===== config.mk =====
export PLATFORM = sky130hd
export DESIGN_NAME = periph_bus_ic
export DESIGN_NICKNAME = d
export VERILOG_FILES = /design/src/rtl/periph_bus_ic_pkg.sv /design/src/rtl/periph_bus_ic_dec.sv /design/src/rtl/periph_bus_ic.sv
export SDC_FILE = /design/constraint.sdc
export NUM_CORES = 1
export LEC_CHECK = 0
export BUFFER_PORTS_ARGS = -buffer_cell sky130_fd_sc_hd__clkbuf_2
export CORE_AREA = 2 2 174 176
export CTS_CLUSTER_SIZE = 25
export DETAILED_ROUTE_END_ITERATION = 16
export DIE_AREA = 0 0 176 178
export RECOVER_POWER = 100
export SLEW_MARGIN = 20
export SYNTH_ARGS = -nofsm -noshare
export SYNTH_HDL_FRONTEND = slang
export SYNTH_SLANG_ARGS = --single-unit

===== constraint.sdc =====
create_clock -name clk_i -period 6.1 [get_ports clk_i]
set_clock_uncertainty 0.15 [all_clocks]
set_input_delay 1.22 -clock clk_i [delete_from_list [all_inputs] [get_ports clk_i]]
set_output_delay 1.22 -clock clk_i [all_outputs]
set_load 0.03 [all_outputs]

===== src/rtl/periph_bus_ic_pkg.sv =====
// periph_bus_ic_pkg
//   Shared types and constants for the peripheral interconnect and its
//   address decoder.
//   - ic_state_t  : transaction FSM states
//   - ERR_DATA    : read data returned on unmapped / timed-out accesses
//   - SLOT_ADDR_W : width of the slot-select field (addr[31:24])
//   - OFFSET_W    : width of the in-slot offset (addr[23:0])
//   - MAX_SLOTS   : upper bound on the number of peripheral slots
//   - idx_width() : width of a slot index for a given slot count
package periph_bus_ic_pkg;

   typedef enum logic [1:0] {
      ST_IDLE = 2'd0,
      ST_REQ  = 2'd1,
      ST_WAIT = 2'd2,
      ST_RESP = 2'd3
   } ic_state_t;

   localparam logic [31:0] ERR_DATA    = 32'hDEAD_BEEF;
   localparam int          SLOT_ADDR_W = 8;
   localparam int          OFFSET_W    = 24;
   localparam int          MAX_SLOTS   = 16;

   // A single slot still needs a 1-bit index to keep vectors legal.
   function automatic int idx_width(input int n);
      return (n > 1) ? $clog2(n) : 1;
   endfunction

endpackage


===== src/rtl/periph_bus_ic_dec.sv =====
// periph_bus_ic_dec
//   Combinational base-table decoder. Compares an 8-bit address field with
//   every entry of a packed base table and reports whether any entry
//   matched plus the index of the lowest matching entry. Kept free of any
//   bus semantics so it can also route interrupt sources.
// Ports:
//   slot_base [N_SLOTS*8] : packed base table, entry k at [8k+7:8k]
//   addr_hi   [8]         : address field to match
//   hit                   : at least one entry matched
//   idx       [IDX_W]     : lowest matching index (0 when no hit)
module periph_bus_ic_dec
   import periph_bus_ic_pkg::*;
#(
   parameter int N_SLOTS = 8,
   parameter int IDX_W   = idx_width(N_SLOTS)
) (
   input  logic [N_SLOTS*SLOT_ADDR_W-1:0] slot_base,
   input  logic [SLOT_ADDR_W-1:0]         addr_hi,
   output logic                           hit,
   output logic [IDX_W-1:0]               idx
);

   // Scan from the top down so the lowest matching index is written last
   // and therefore wins.
   always_comb begin
      hit = 1'b0;
      idx = '0;
      for (int k = N_SLOTS - 1; k >= 0; k--) begin
         if (addr_hi == slot_base[k*SLOT_ADDR_W +: SLOT_ADDR_W]) begin
            hit = 1'b1;
            idx = IDX_W'(k);
         end
      end
   end

endmodule


===== src/rtl/periph_bus_ic.sv =====
// periph_bus_ic
//   Single-master peripheral interconnect. Decodes addr[31:24] against a
//   per-slot base table, issues a registered one-cycle request to the
//   selected slot, waits for that slot's ready, registers its read data and
//   returns a one-cycle ready to the master. Unmapped addresses (and, when
//   the watchdog is built in, hung slots) complete with m_err_o and
//   ERR_DATA.
// Configuration:
//   PERIPH_BUS_IC_TIMEOUT_EN : when defined, a watchdog ends WAIT after
//   TIMEOUT_CYCLES cycles with an error; otherwise WAIT holds until the
//   selected slot responds.
// Ports:
//   clk_i, resetn_i          : clock, asynchronous active-low reset
//   m_req_i/m_we_i/m_be_i    : master request, write enable, byte enables
//   m_addr_i/m_wd_i          : master byte address, write data
//   m_rd_o/m_ready_o/m_err_o : read data, completion pulse, error qualifier
//   s_req_o [N_SLOTS]        : one-hot slot request pulse
//   s_we_o/s_be_o/s_addr_o/s_wd_o : registered request fields (shared)
//   s_rd_i [N_SLOTS*32]      : packed slot read data, slot k at [32k+31:32k]
//   s_ready_i [N_SLOTS]      : per-slot completion
module periph_bus_ic
   import periph_bus_ic_pkg::*;
#(
   parameter int                               N_SLOTS        = 8,
   parameter logic [N_SLOTS*SLOT_ADDR_W-1:0]   SLOT_BASE      = 64'h0706_0504_0302_0100,
   parameter int                               TIMEOUT_CYCLES = 255
) (
   input  logic                  clk_i,
   input  logic                  resetn_i,
   input  logic                  m_req_i,
   input  logic                  m_we_i,
   input  logic [3:0]            m_be_i,
   input  logic [31:0]           m_addr_i,
   input  logic [31:0]           m_wd_i,
   output logic [31:0]           m_rd_o,
   output logic                  m_ready_o,
   output logic                  m_err_o,
   output logic [N_SLOTS-1:0]    s_req_o,
   output logic                  s_we_o,
   output logic [3:0]            s_be_o,
   output logic [31:0]           s_addr_o,
   output logic [31:0]           s_wd_o,
   input  logic [N_SLOTS*32-1:0] s_rd_i,
   input  logic [N_SLOTS-1:0]    s_ready_i
);

   localparam int IDX_W = idx_width(N_SLOTS);

   if (N_SLOTS < 1 || N_SLOTS > MAX_SLOTS) begin : g_bad_slots
      $error("periph_bus_ic: N_SLOTS out of range");
   end
   if (TIMEOUT_CYCLES < 1 || TIMEOUT_CYCLES > 65535) begin : g_bad_timeout
      $error("periph_bus_ic: TIMEOUT_CYCLES out of range");
   end

   ic_state_t          state_q, state_d;
   logic [IDX_W-1:0]   sel_q;
   logic               err_q;
   logic [31:0]        rd_q;
   logic               we_q;
   logic [3:0]         be_q;
   logic [31:0]        addr_q;
   logic [31:0]        wd_q;

   logic               dec_hit;
   logic [IDX_W-1:0]   dec_idx;
   logic               slot_rdy;
   logic [31:0]        slot_rd;
   logic [N_SLOTS-1:0] sel_onehot;

   logic               accept;    // mapped request taken in IDLE
   logic               load_ok;   // selected slot answered
   logic               load_err;  // unmapped or watchdog expiry

   periph_bus_ic_dec #(
      .N_SLOTS (N_SLOTS),
      .IDX_W   (IDX_W)
   ) u_dec (
      .slot_base (SLOT_BASE),
      .addr_hi   (m_addr_i[31:OFFSET_W]),
      .hit       (dec_hit),
      .idx       (dec_idx)
   );

   // Only the latched slot's ready/data are ever looked at.
   assign slot_rdy = s_ready_i[sel_q];
   assign slot_rd  = s_rd_i[32*sel_q +: 32];

   always_comb begin
      sel_onehot        = '0;
      sel_onehot[sel_q] = 1'b1;
   end

`ifdef PERIPH_BUS_IC_TIMEOUT_EN
   localparam int CNT_W = $clog2(TIMEOUT_CYCLES + 1);
   logic [CNT_W-1:0] cnt_q;
   logic             wd_expired;

   // cnt_q equals the number of WAIT cycles already completed, so the
   // TIMEOUT_CYCLES-th WAIT cycle is the last one.
   assign wd_expired = (cnt_q == CNT_W'(TIMEOUT_CYCLES - 1));

   always_ff @(posedge clk_i or negedge resetn_i) begin
      if (!resetn_i) begin
         cnt_q <= '0;
      end else if (accept) begin
         cnt_q <= '0;
      end else if (state_q == ST_WAIT && state_d == ST_WAIT) begin
         cnt_q <= cnt_q + CNT_W'(1);
      end
   end
`else
   logic wd_expired;
   assign wd_expired = 1'b0;
`endif

   // State register
   always_ff @(posedge clk_i or negedge resetn_i) begin
      if (!resetn_i) begin
         state_q <= ST_IDLE;
      end else begin
         state_q <= state_d;
      end
   end

   // Next state and datapath load strobes
   always_comb begin
      state_d  = state_q;
      accept   = 1'b0;
      load_ok  = 1'b0;
      load_err = 1'b0;
      case (state_q)
         ST_IDLE: begin
            if (m_req_i) begin
               if (dec_hit) begin
                  accept  = 1'b1;
                  state_d = ST_REQ;
               end else begin
                  load_err = 1'b1;
                  state_d  = ST_RESP;
               end
            end
         end
         ST_REQ: begin
            if (slot_rdy) begin
               load_ok = 1'b1;
               state_d = ST_RESP;
            end else begin
               state_d = ST_WAIT;
            end
         end
         ST_WAIT: begin
            // A response arriving on the final watchdog cycle still wins.
            if (slot_rdy) begin
               load_ok = 1'b1;
               state_d = ST_RESP;
            end else if (wd_expired) begin
               load_err = 1'b1;
               state_d  = ST_RESP;
            end
         end
         ST_RESP: begin
            state_d = ST_IDLE;
         end
         default: begin
            state_d = ST_IDLE;
         end
      endcase
   end

   // Request and response registers
   always_ff @(posedge clk_i or negedge resetn_i) begin
      if (!resetn_i) begin
         sel_q  <= '0;
         err_q  <= 1'b0;
         rd_q   <= '0;
         we_q   <= 1'b0;
         be_q   <= '0;
         addr_q <= '0;
         wd_q   <= '0;
      end else begin
         if (accept) begin
            sel_q  <= dec_idx;
            err_q  <= 1'b0;
            we_q   <= m_we_i;
            be_q   <= m_be_i;
            addr_q <= {{SLOT_ADDR_W{1'b0}}, m_addr_i[OFFSET_W-1:0]};
            wd_q   <= m_wd_i;
         end
         if (load_ok) begin
            rd_q  <= slot_rd;
            err_q <= 1'b0;
         end else if (load_err) begin
            rd_q  <= ERR_DATA;
            err_q <= 1'b1;
         end
      end
   end

   // Outputs: registers or state decodes only
   assign s_req_o   = (state_q == ST_REQ) ? sel_onehot : '0;
   assign s_we_o    = we_q;
   assign s_be_o    = be_q;
   assign s_addr_o  = addr_q;
   assign s_wd_o    = wd_q;
   assign m_ready_o = (state_q == ST_RESP);
   assign m_err_o   = (state_q == ST_RESP) & err_q;
   assign m_rd_o    = rd_q;

endmodule

==> summary.md, run 1 <==
| Metric | Value |
|---|---|
| Routed Antenna Nets | 0 |
| Setup TNS | 0 ns |
| Outcome | finished with violations |
| Crit. End Element | output port |
| Yosys reg bits | 99 |
| Routed WL | 21500 um |
| Area grow syn2layout | 45.5% |
| Critical Path RT | 4.73 ns |
| Core Region | 29400 sq um |
| Placed cell count | 1214 |
| CTS Root Cell | clkbuf_16 |
| Setup Buffers After CTS | 0 |
| VDD IR max | 0.000186 V |
| PortBufs | 438 |
| Yosys top cell area share | 41.6% |
| Period Utilization, post-route | 71.3% |
| PwrDens | 367 nW/um^2 |
| All-layer global routing usage | 12.9% |
| Pins Over Slew Limit | 110 |
| CTS Sinks | 99 |
| Die height | 178 um |
| Non-filler cells, final | 1231 |
| Most common cell after layout, fill and taps aside | clkbuf_2 |
| Synth unique cells | 30 |
| Initial antenna violation count | 2 |
| Number of hold buffers added after cts | 0 |
| Syn Inst Count | 414 |
| # fillers | 3088 |
| Global route overflow | 0 |
| CTS Buffer Depth | 2 |
| First-pass GRT wire length | 30500 um |
| Power Total | 0.00318 W |
| Drt via density | 4.28 |
| Total Die Area | 31300 sq um |
| Crit path cell chain | nand2b_1 -> nor2_1 -> clkbuf_2 |
| Post-CTS resize count | 0 |
| Most frequent cells in the layout | clkbuf_2 (338), clkbuf_1 (101), dfrtp_1 (97) |
| CP top delay family | flip-flops |
| DR iter-0 viols | 171 |
| DRC errors left | 0 |
| Final Wtd Congestion | 0.750 |
| Post-synth top flop | dfrtp_1 |
| Clk Latency, worst-skew pair | 0.35 ns |
| Cell Area, Placed | 8510 sq um |
| Final core occ | 29.5% |
| Vias in the first global route | 5267 |
| Post-synth EDFFs | 0 |
| Synthesized area | 5960 sq um |
| Synth top area cells | dfrtp_1 (42%), mux4_2 (24%), mux2_2 (12%), mux2i_1 (11%), nor2_1 (2.1%) |
| DRT Pass-1 Iters | 4 |
| Asr flop ratio synth | 100% |
| CP max stage cell | dfrtp_1 |
| Synth warnings | 0 |
| Max incr delay on CP | 1.95 ns |
| Hold Vio Cnt, Final | 0 |
| DR WL/cell | 17.5 um |
| Worst hold path class | flop to flop |
| Tmin final | 4.35 ns |
| Cell taking the most area after synthesis | dfrtp_1 |
| Max_slew headroom | -62.1% |
| Register area share after synthesis | 41.6% |
| Critical path class | flop to output port |
| Die width | 176 um |
| Finished Cell Area | 8660 sq um |
| Leak | 4.18 nW |
| Std cell rows | 63 |
| RSZ-0062 raised after global routing | false |
| Fmax | 230 MHz |
| Crit-path max FO | 40 |
| Failing checks | max-capacitance violations, max-slew violations |
| Pin count of the biggest net entering global routing | 57 |
| Io pins | 447 |
| CTS buffer count | 9 |
| Setup-failing EPs final | 0 |
| Clock transition at the registers of the reported paths | 0.08 ns |
| Initial Util | 20.3% |
| Mean Syn Cell Area | 14.4 sq um |
| Nets | 1175 |
| Via count | 5273 |
| Startpoint types | flop |
| CTS tree | built |
| WP buf/inv | 1 |
| Layout cell share with drive strength beyond 1 | 58.7% |
| HPWL after DPL | 17700 um |
| # H-tree levels | 3 |
| Maxcap violations | 3 |
| Worst EP arrival | 2.98 ns |
| Worst Tran Pin Value | 2.43 ns |
-- path summary, 6_finish.rpt --
check                                from            to  slack (ns)  cells after the start
max in group asynchronous        resetn_i      sel_q[1]        2.14                      2
worst max register to register   sel_q[0]    m_rd_o[31]        2.01                      5
worst min register to register  s_wd_o[4]     s_wd_o[4]        0.36                      1
min in group asynchronous        resetn_i  s_addr_o[13]        0.77                      1
worst min-delay path            s_wd_o[4]     s_wd_o[4]        0.36                      1
worst max-delay path             sel_q[0]    s_req_o[5]        1.75                      3
-- metrics by stage --
stage	setup slack (ns)	hold WS [ns]
4_1_cts	2.81	0.363
2_1_floorplan	2.85	0.402
3_5_place_dp	2.52	0.345
6_report	1.75	0.359
5_1_grt	1.36	0.370
3_3_place_gp	2.53	0.339
-- where the power goes --
part / leakage (nW) / internal, W / switching (W) / total, W
Sequential: 1.27 / 0.000859 / 0.000174 / 0.00103
Clock: 0.147 / 0.000291 / 0.000308 / 0.000598
Combinational: 2.76 / 0.000608 / 0.000943 / 0.00155
-- sequential cells by signal (all words and copies together) (netlist names) --
| register | count |
|---|---|
| s_addr_o | 24 |
| s_wd_o | 32 |
| sel_q | 3 |
| err_q | 1 |
| s_we_o | 1 |
| m_rd_o | 32 |
| s_be_o | 4 |
| state_q | 2 |
-- layout make-up --
class                      instances  area [sq um]  area share (%)
antenna                            1          2.50          0.0289
clock buffer                       9           225            2.60
clock inverter                     7          70.1           0.809
inverter                           4          15.0           0.173
multi-input combinational        277          3280            37.8
sequential                        99          2480            28.6
tap                              390           488            5.63
timing repair buffer             444          2110            24.3
-- Yosys cell counts, types with 2 or more instances --
library cell and number:
a21oi_1 2, buf_1 6, buf_2 12, buf_4 9, buf_6 3, clkbuf_1 11
dfrtp_1 99, ha_1 4, inv_1 4, mux2_2 65, mux2i_1 66, mux4_2 64
nand2_1 12, nand2b_1 3, nor2_1 34, nor3_1 4, nor3b_1 2, o22ai_1 2
-- logic make-up (layout without fill, tap and decap cells) --
group,Yosys count,after routing,share of synthesized area [%]
flops,99,99,41.6
buf+inv,45,464,4.03
mux,196,196,47.8
fa+ha+maj,4,4,0.840
compound gates,8,8,0.945
simple gates,61,61,4.75
other cells,1,9,0.0630
-- layer usage --
layer	GRT usage (%)	vias to the layer above	routed length, um
li1	-	2400	-
met1	15.8	2601	8540
met2	22.6	254	11100
met3	3.37	16	1560
met4	3.51	2	289
met5	0	-	13
(Power assumes the default switching activity.)
==> run 2, diff against run 1 <==
CORE_AREA = 2 2 175 177   (was 2 2 174 176)
DIE_AREA = 0 0 177 179   (was 0 0 176 178)
clock period = 4.1 ns   (was 6.1 ns; I/O delays follow)
==> summary.md, run 2 (synthesis gave the netlist of run 1 again) <==
| Metric | Value |
|---|---|
| Leak | 4.17 nW |
| Area grow syn2layout | 46.2% |
| CTS tree | built |
| # fillers | 3183 |
| Initial antenna violation count | 1 |
| Non-filler cells, final | 1237 |
| Most common cell after layout, fill and taps aside | clkbuf_2 |
| PortBufs | 438 |
| Via count | 5272 |
| Most frequent cells in the layout | clkbuf_2 (334), clkbuf_1 (104), dfrtp_1 (96) |
| Drt via density | 4.26 |
| Layout cell share with drive strength beyond 1 | 58.6% |
| Pins Over Slew Limit | 40 |
| Routed Antenna Nets | 0 |
| Outcome | finished with violations |
| Number of hold buffers added after cts | 0 |
| Std cell rows | 64 |
| Setup Buffers After CTS | 0 |
| WHS | 0.356 ns |
| RSZ-0062 raised after global routing | false |
| Vias in the first global route | 5253 |
| Critical path class | input pin to flop |
| Die width | 177 um |
| Initial Util | 19.8% |
| VDD IR max | 0.000250 V |
| Crit. End Element | flop |
| Nets | 1176 |
| Clock transition at the registers of the reported paths | 0.08 ns |
| Critical Path RT | 4.18 ns |
| CTS buffer count | 9 |
| Max_slew headroom | -62.9% |
| All-layer global routing usage | 13.1% |
| DRC errors left | 0 |
| Cell Area, Placed | 8550 sq um |
| DRT Pass-1 Iters | 4 |
| Clk Latency, worst-skew pair | 0.35 ns |
| Final core occ | 29.0% |
| Failing checks | max-capacitance violations, max-slew violations |
| Worst hold path class | flop to flop |
| # H-tree levels | 3 |
| PwrDens | 536 nW/um^2 |
| Setup-failing EPs final | 0 |
| Die height | 179 um |
| Finished Cell Area | 8700 sq um |
| CTS Sinks | 99 |
| Global route overflow | 0 |
| Fmax | 306 MHz |
| Placed cell count | 1221 |
| Setup TNS | 0 ns |
| Final Wtd Congestion | 0.812 |
| DR WL/cell | 17.6 um |
| Routed WL | 21800 um |
| Hold Vio Cnt, Final | 0 |
| HPWL after DPL | 18300 um |
| CTS Root Cell | clkbuf_16 |
| Io pins | 447 |
| Worst Tran Pin Value | 2.44 ns |
| Core Region | 30000 sq um |
| Worst EP arrival | 3.35 ns |
| Pin count of the biggest net entering global routing | 65 |
| CTS Buffer Depth | 2 |
| First-pass GRT wire length | 31000 um |
| Tmin final | 3.27 ns |
| ANT cells | 0 |
| Total Die Area | 31700 sq um |
| Post-CTS resize count | 0 |
| DR iter-0 viols | 226 |
| Startpoint types | input pin |
| Crit-path max FO | 51 |
| Maxcap violations | 1 |
| Period Utilization, post-route | 79.7% |
-- run 2: report_power, final --
group          switching (W)  internal (W)  total (W)
clock network       0.000428      0.000443   0.000871
logic                0.00138      0.000906    0.00228
registers           0.000237       0.00128    0.00152
total                0.00204       0.00263    0.00467
-- run 2: layout make-up --
type                    instances  area [sq um]  share of cell area (%)
well taps                     396           495                    5.69
clock buffers                  10           239                    2.75
repair buffers                445          2140                    24.6
multi-input cells             277          3280                    37.6
clock inverters                 6          56.3                   0.647
inverters                       4          15.0                   0.172
flip-flops and latches         99          2480                    28.5
-- run 2: metrics by stage --
stage          power, W  setup WS (ns)
6_report        0.00467          0.831
3_5_place_dp    0.00394           1.07
5_1_grt         0.00497          0.538
3_3_place_gp    0.00390           1.11
4_1_cts         0.00483           1.20
2_1_floorplan   0.00318           1.25
-- run 2: path summary, 6_finish.rpt --
check                             start    endpoint  slack [ns]  cells past startpoint
setup / recovery           m_addr_i[27]  s_wd_o[21]        0.83                      6
hold / removal               s_wd_o[15]  s_wd_o[15]        0.36                      1
setup reg to reg               sel_q[0]   m_rd_o[2]        0.93                      6
hold reg to reg              s_wd_o[15]  s_wd_o[15]        0.36                      1
max in group asynchronous      resetn_i    sel_q[2]        1.04                      1
min in group asynchronous      resetn_i    sel_q[2]        1.06                      1
-- run 2: worst max-delay path: stages --
cell and delay [ns]:
clkbuf_2 0.08, nor3_1 0.44, nand2_1 0.17, nor2_1 1.06, buf_12 0.35, mux2_2 0.37
-- run 2: routing by layer --
metal	track usage, %	vias up	wire length, um
li1	-	2401	-
met1	16.6	2578	9020
met2	22.4	277	10800
met3	3.37	14	1710
met4	3.27	2	249
met5	0	-	13
